## config.mk

```make
export PLATFORM = sky130hd
export DESIGN_NAME = imem_loader
export DESIGN_NICKNAME = d
export VERILOG_FILES = /design/src/rtl/loader_pkg.sv /design/src/rtl/imem_loader.sv
export SDC_FILE = /design/constraint.sdc
export NUM_CORES = 1
export LEC_CHECK = 0
export ABC_AREA = 1
export BUFFER_PORTS_ARGS = -buffer_cell sky130_fd_sc_hd__buf_2
export CORE_UTILIZATION = 44
export CTS_BUF_LIST = sky130_fd_sc_hd__clkbuf_8
export CTS_CLUSTER_DIAMETER = 150
export DETAILED_ROUTE_END_ITERATION = 7
export GPL_TIMING_DRIVEN = 0
export HOLD_SLACK_MARGIN = 0.08
export PLACE_DENSITY = 0.65
export SYNTH_ARGS = -nofsm -noshare
export SYNTH_HDL_FRONTEND = slang
export SYNTH_SLANG_ARGS = --single-unit
```

## constraint.sdc

```tcl
create_clock -name clk -period 4.6 [get_ports clk]
set_clock_uncertainty 0.1 [all_clocks]
set_input_delay 0 -clock clk [delete_from_list [all_inputs] [get_ports clk]]
set_output_delay 0 -clock clk [all_outputs]
set_load 0.005 [all_outputs]
```

## src/rtl/loader_pkg.sv

```systemverilog
// Shared types and constants for the instruction-memory image loader.
// Frame: SYNC, LEN_LO, LEN_HI, 4*N payload bytes, XOR checksum.
package loader_pkg;

  localparam logic [7:0] SYNC_BYTE = 8'hA5;
  localparam int BYTES_PER_WORD = 4;

  typedef enum logic [2:0] {
    S_IDLE,
    S_LEN0,
    S_LEN1,
    S_DATA,
    S_CSUM,
    S_DONE,
    S_ERR
  } state_e;

endpackage

```

## src/rtl/imem_loader.sv

```systemverilog
// Parses a framed byte stream into little-endian words and writes them
// to the instruction memory, holding the CPU in reset until a good load.
module imem_loader
  import loader_pkg::*;
#(
  parameter int ADDR_W = 8,
  parameter logic [7:0] SYNC_BYTE = loader_pkg::SYNC_BYTE
) (
  input  logic            clk,
  input  logic            rst_n,
  input  logic [7:0]      rx_data,
  input  logic            rx_valid,
  output logic            imem_we,
  output logic [31:0]     imem_waddr,
  output logic [31:0]     imem_wdata,
  output logic            cpu_rst_n,
  output logic            load_done,
  output logic            load_err,
  output logic [ADDR_W:0] words_written
);

  localparam logic [31:0] MAX_WORDS = 32'd1 << ADDR_W;
  localparam logic [ADDR_W:0] WORD_ONE = 1;
  localparam logic [1:0] LAST_BYTE = 2'(BYTES_PER_WORD - 1);

  state_e          state_q, state_d;
  logic [15:0]     len_q, len_d;
  logic [ADDR_W:0] word_q, word_d;
  logic [1:0]      bcnt_q, bcnt_d;
  logic [23:0]     buf_q, buf_d;
  logic [7:0]      xor_q, xor_d;
  logic            we_q, we_d;
  logic [31:0]     waddr_q, waddr_d;
  logic [31:0]     wdata_q, wdata_d;
  logic            run_q, run_d;
  logic            done_q, done_d;
  logic            err_q, err_d;
  logic [15:0]     len_n;

  always_ff @(posedge clk or negedge rst_n) begin
    if (!rst_n) begin
      state_q <= S_IDLE;
      len_q   <= '0;
      word_q  <= '0;
      bcnt_q  <= '0;
      buf_q   <= '0;
      xor_q   <= '0;
      we_q    <= 1'b0;
      waddr_q <= '0;
      wdata_q <= '0;
      run_q   <= 1'b0;
      done_q  <= 1'b0;
      err_q   <= 1'b0;
    end else begin
      state_q <= state_d;
      len_q   <= len_d;
      word_q  <= word_d;
      bcnt_q  <= bcnt_d;
      buf_q   <= buf_d;
      xor_q   <= xor_d;
      we_q    <= we_d;
      waddr_q <= waddr_d;
      wdata_q <= wdata_d;
      run_q   <= run_d;
      done_q  <= done_d;
      err_q   <= err_d;
    end
  end

  always_comb begin
    state_d = state_q;
    len_d   = len_q;
    word_d  = word_q;
    bcnt_d  = bcnt_q;
    buf_d   = buf_q;
    xor_d   = xor_q;
    we_d    = 1'b0;
    waddr_d = waddr_q;
    wdata_d = wdata_q;
    run_d   = run_q;
    done_d  = done_q;
    err_d   = err_q;
    len_n   = {rx_data, len_q[7:0]};

    if (rx_valid) begin
      unique case (state_q)
        S_IDLE, S_DONE, S_ERR: begin
          if (rx_data == SYNC_BYTE) begin
            state_d = S_LEN0;
            word_d  = '0;
            bcnt_d  = '0;
            xor_d   = '0;
            run_d   = 1'b0;
            done_d  = 1'b0;
            err_d   = 1'b0;
          end
        end
        S_LEN0: begin
          len_d   = {len_q[15:8], rx_data};
          state_d = S_LEN1;
        end
        S_LEN1: begin
          len_d = len_n;
          if ({16'd0, len_n} > MAX_WORDS) begin
            err_d   = 1'b1;
            state_d = S_ERR;
          end else if (len_n == 16'd0) begin
            state_d = S_CSUM;
          end else begin
            state_d = S_DATA;
          end
        end
        S_DATA: begin
          buf_d  = {rx_data, buf_q[23:8]};
          xor_d  = xor_q ^ rx_data;
          bcnt_d = bcnt_q + 2'd1;
          if (bcnt_q == LAST_BYTE) begin
            we_d    = 1'b1;
            waddr_d = 32'(word_q) << 2;
            wdata_d = {rx_data, buf_q};
            word_d  = word_q + WORD_ONE;
            bcnt_d  = '0;
            // the length check in LEN1 keeps word_q from wrapping
            if (32'(word_q) + 32'd1 == 32'(len_q))
              state_d = S_CSUM;
          end
        end
        S_CSUM: begin
          if (rx_data == xor_q) begin
            done_d  = 1'b1;
            run_d   = 1'b1;
            state_d = S_DONE;
          end else begin
            err_d   = 1'b1;
            state_d = S_ERR;
          end
        end
        default: state_d = S_IDLE;
      endcase
    end
  end

  assign imem_we       = we_q;
  assign imem_waddr    = waddr_q;
  assign imem_wdata    = wdata_q;
  assign cpu_rst_n     = run_q;
  assign load_done     = done_q;
  assign load_err      = err_q;
  assign words_written = word_q;

endmodule

```

==> flow_summary.ini <==
[die]
start_util_pct = 45.3
rows = 38
dieArea_sq_um = 11600
floorplan.io_pins = 88
floorplan.die.width_um = 108
die_h_um = 108
floorplan.core_area_sq_um = 10900

[synthesis]
synthCells = 575
synth_sequential_area_ratio_pct = 53.8
dominant_register_cell_in_the_synthesized_netlist = sky130_fd_sc_hd__dfrtp_1
syn-cell-area_sq_um = 4930
combinational_family_with_the_most_area_after_synthesis = simple AND/OR/NAND/NOR gates
synthesized_area_per_cell_sq_um = 8.57
synth-compound-area-share_pct = 10.7
netlist_top_cells_area = sky130_fd_sc_hd__dfrtp_1 54%, sky130_fd_sc_hd__nand2_1 12%, sky130_fd_sc_hd__o21ai_0 5.8%, sky130_fd_sc_hd__nand3_1 4.8%, sky130_fd_sc_hd__inv_1 4.4%
synthArstFlopShare_pct = 100
synth_enable_flop_cells = 0
synth.lib_cells_used.distinct = 33
synthXorXnorAreaFrac_pct = 2.06
postSynthRegisterBits = 106
synth_adder_area_share_pct = 0.508
cell_type_with_the_largest_total_area_after_synthesis = sky130_fd_sc_hd__dfrtp_1
yosys-mux-area-fraction_pct = 0
synth_largest_type_area_fraction_pct = 53.8
yosysWarningCount = 0
synthSimpleGateAreaFrac_pct = 21.8

[global_routing]
grt_max_degree = 66
groute.usage.overall_pct = 21.1
total_grt_overflow = 0
grt_pass1_wl_um = 18700
grt_pass1_vias = 3843
grt_antenna_before_repair = 0

[drt]
avg_wl_per_cell_um = 13.8
antenna_violating_nets_post_route = 0
routed_wl_um = 11400
drc_marker_count_from_the_first_detailed_route_iteration = 184
post-route-drc-count = 0
total_via_count_after_detailed_routing = 4028
route.detailed.vias_per_inst = 4.86
first_pass_iters = 6

[setup_path]
critPathKind = reg2reg
slowest_cell_delay_on_critical_path_ps = 460
cp_cell_sequence = ha_1, nand3_1, nor2_1, nand3_1, nand3_1, nand2_1, nor2_1, nand3_1, nand2_1, nand2_1, nand2_1, nand2_1
critical_path_buf_inv_count = 0
worstPathMaxFanout = 6
r2r_slack_ps = 2430
critical-path-top-cell-by-count = sky130_fd_sc_hd__nand2_1
critical_path_arrival_ps = 2340
crit_path_top_delay_cell = sky130_fd_sc_hd__dfrtp_1
critical_path.endpoint_type = flop
critPathLaunchType = flop
critPathTopFamily = simple AND/OR/NAND/NOR gates
crit_required_ps = 4770

[timing]
rsz0062_at_grt = false
final.hold.worst_slack_ps = 165
max_slew_margin_pct = 45.2
finalSetupViolCount = 0
slew_violations = 0
timing.final.crit_period_ps = 2170
tns_ps = 0
timing.final.crit_share_pct = 47.2
fmaxAchievable_mhz = 461
tightest_slew_ps = 822
hold_viol_final = 0

[power_and_ir_drop]
max-vdd-ir-drop_mv = 0.290
design_power_total_uw = 2770
p_leak_uw = 0.00306
power_density_nw_per_um2 = 471

[cells_and_area]
nNetsFinal = 696
final_cell_mix = 155 x sky130_fd_sc_hd__nand2_1, 106 x sky130_fd_sc_hd__dfrtp_1, 70 x sky130_fd_sc_hd__buf_2
layout_commonest_cell = sky130_fd_sc_hd__nand2_1
post_route_cells_drive_above_1_share_pct = 19.5
syn2layout_area_growth_pct = 19.3
fill_cells = 1046
antenna_cells_inserted = 0
postLayoutCoreUtil_pct = 54.0

[place]
place_congestion = 0.841
detailed_place_hpwl_um = 8320
port_buffers = 64

[clock_network]
number_of_buffers_inserted_during_clock_tree_synthesis = 9
tritoncts = done
clock_insertion_delay_worst_skew_ps = 370
postCtsResizedCells = 0
cts-root-buf = sky130_fd_sc_hd__clkbuf_8
h-tree-depth = 3
cts.clk_slew.worst_paths_ps = 90
cts-root-to-sink-buffers = 2
post-cts-setup-buffer-count = 0
tritoncts_num_sinks = 106

[worst_hold_path]
worstHoldPathType = in2async

[status]
status = finished clean

[run]
max_cap_violations = 0
## cells in the mapped netlist, drive strengths merged, types with 2 or more instances
library cell / n
nand2: 157
dfrtp: 106
o21ai: 91
inv: 64
nand3: 47
buf: 37
nor2: 32
clkbuf: 6
nor3: 6
nand4: 5
xor2: 5
xnor2: 4
a21oi: 3
ha: 2
nor4: 2
o22ai: 2
## state kept, by name, indices dropped and copies added, names as in the netlist
register,cells
xor_q,8
bcnt_q,2
imem_we,1
words_written,9
load_err,1
buf_q,24
imem_waddr,9
state_q,3
load_done,1
imem_wdata,32
len_q,16
## cells by family (layout without fill, tap and decap cells)
group,count (synthesis),count (layout)
and+or+nand+nor,251,251
xor gates and xnor gates,10,10
AOI/OAI and AO/OA,98,98
other,1,23
DFF,106,106
buffers and inverters,107,198
adders and majority gates,2,2
## area by class of cell
class                           count  area (sq um)  area share (%)
Sequential cell                   106          2650            45.1
Multi-Input combinational cell    384          1810            30.8
Timing Repair Buffer               75           443            7.53
Buffer                             43           305            5.19
Inverter                           64           240            4.08
Tap cell                          140           175            2.98
Clock buffer                       11           151            2.57
Clock inverter                      5           100            1.70
## worst paths after layout
path,startpoint,end,cells after the start
setup / recovery,words_written[0],state_q[1],12
hold / removal,rst_n,imem_waddr[8],2
setup reg to reg,words_written[0],state_q[1],12
hold reg to reg,buf_q[12],buf_q[4],2
max in group asynchronous,rst_n,imem_wdata[20],3
min in group clk,buf_q[12],buf_q[4],2
## per-layer routing
metal | wire length (um) | part of all wire, % | GRT usage, % | up-vias
li1 | - | - | - | 2007
met1 | 5160 | 45 | 28.7 | 1893
met2 | 5430 | 48 | 33.0 | 112
met3 | 615 | 5.4 | 3.09 | 16
met4 | 217 | 1.9 | 10.2 | 0
met5 | 0 | 0 | 0 | -
## where the power goes
group / switching, uW / internal (uW)
Clock: 311 / 389
Combinational: 474 / 276
Sequential: 142 / 1180
## per-stage QoR
step	setup WS, ps	instances	cell area (sq um)
finish	2430	828	5880
detailed placement	2450	802	5530
global route	2220	828	5880
CTS	2430	828	5880
floorplan	2800	597	5010
global placement	2310	801	5510
## timing repair
action | in CTS | in global routing
setup endpoints to repair | 0 | 0
hold buffers | 10 | 0
hold endpoints to repair | 105 | 0
No activity file was read; power rests on OpenSTA's default activity.
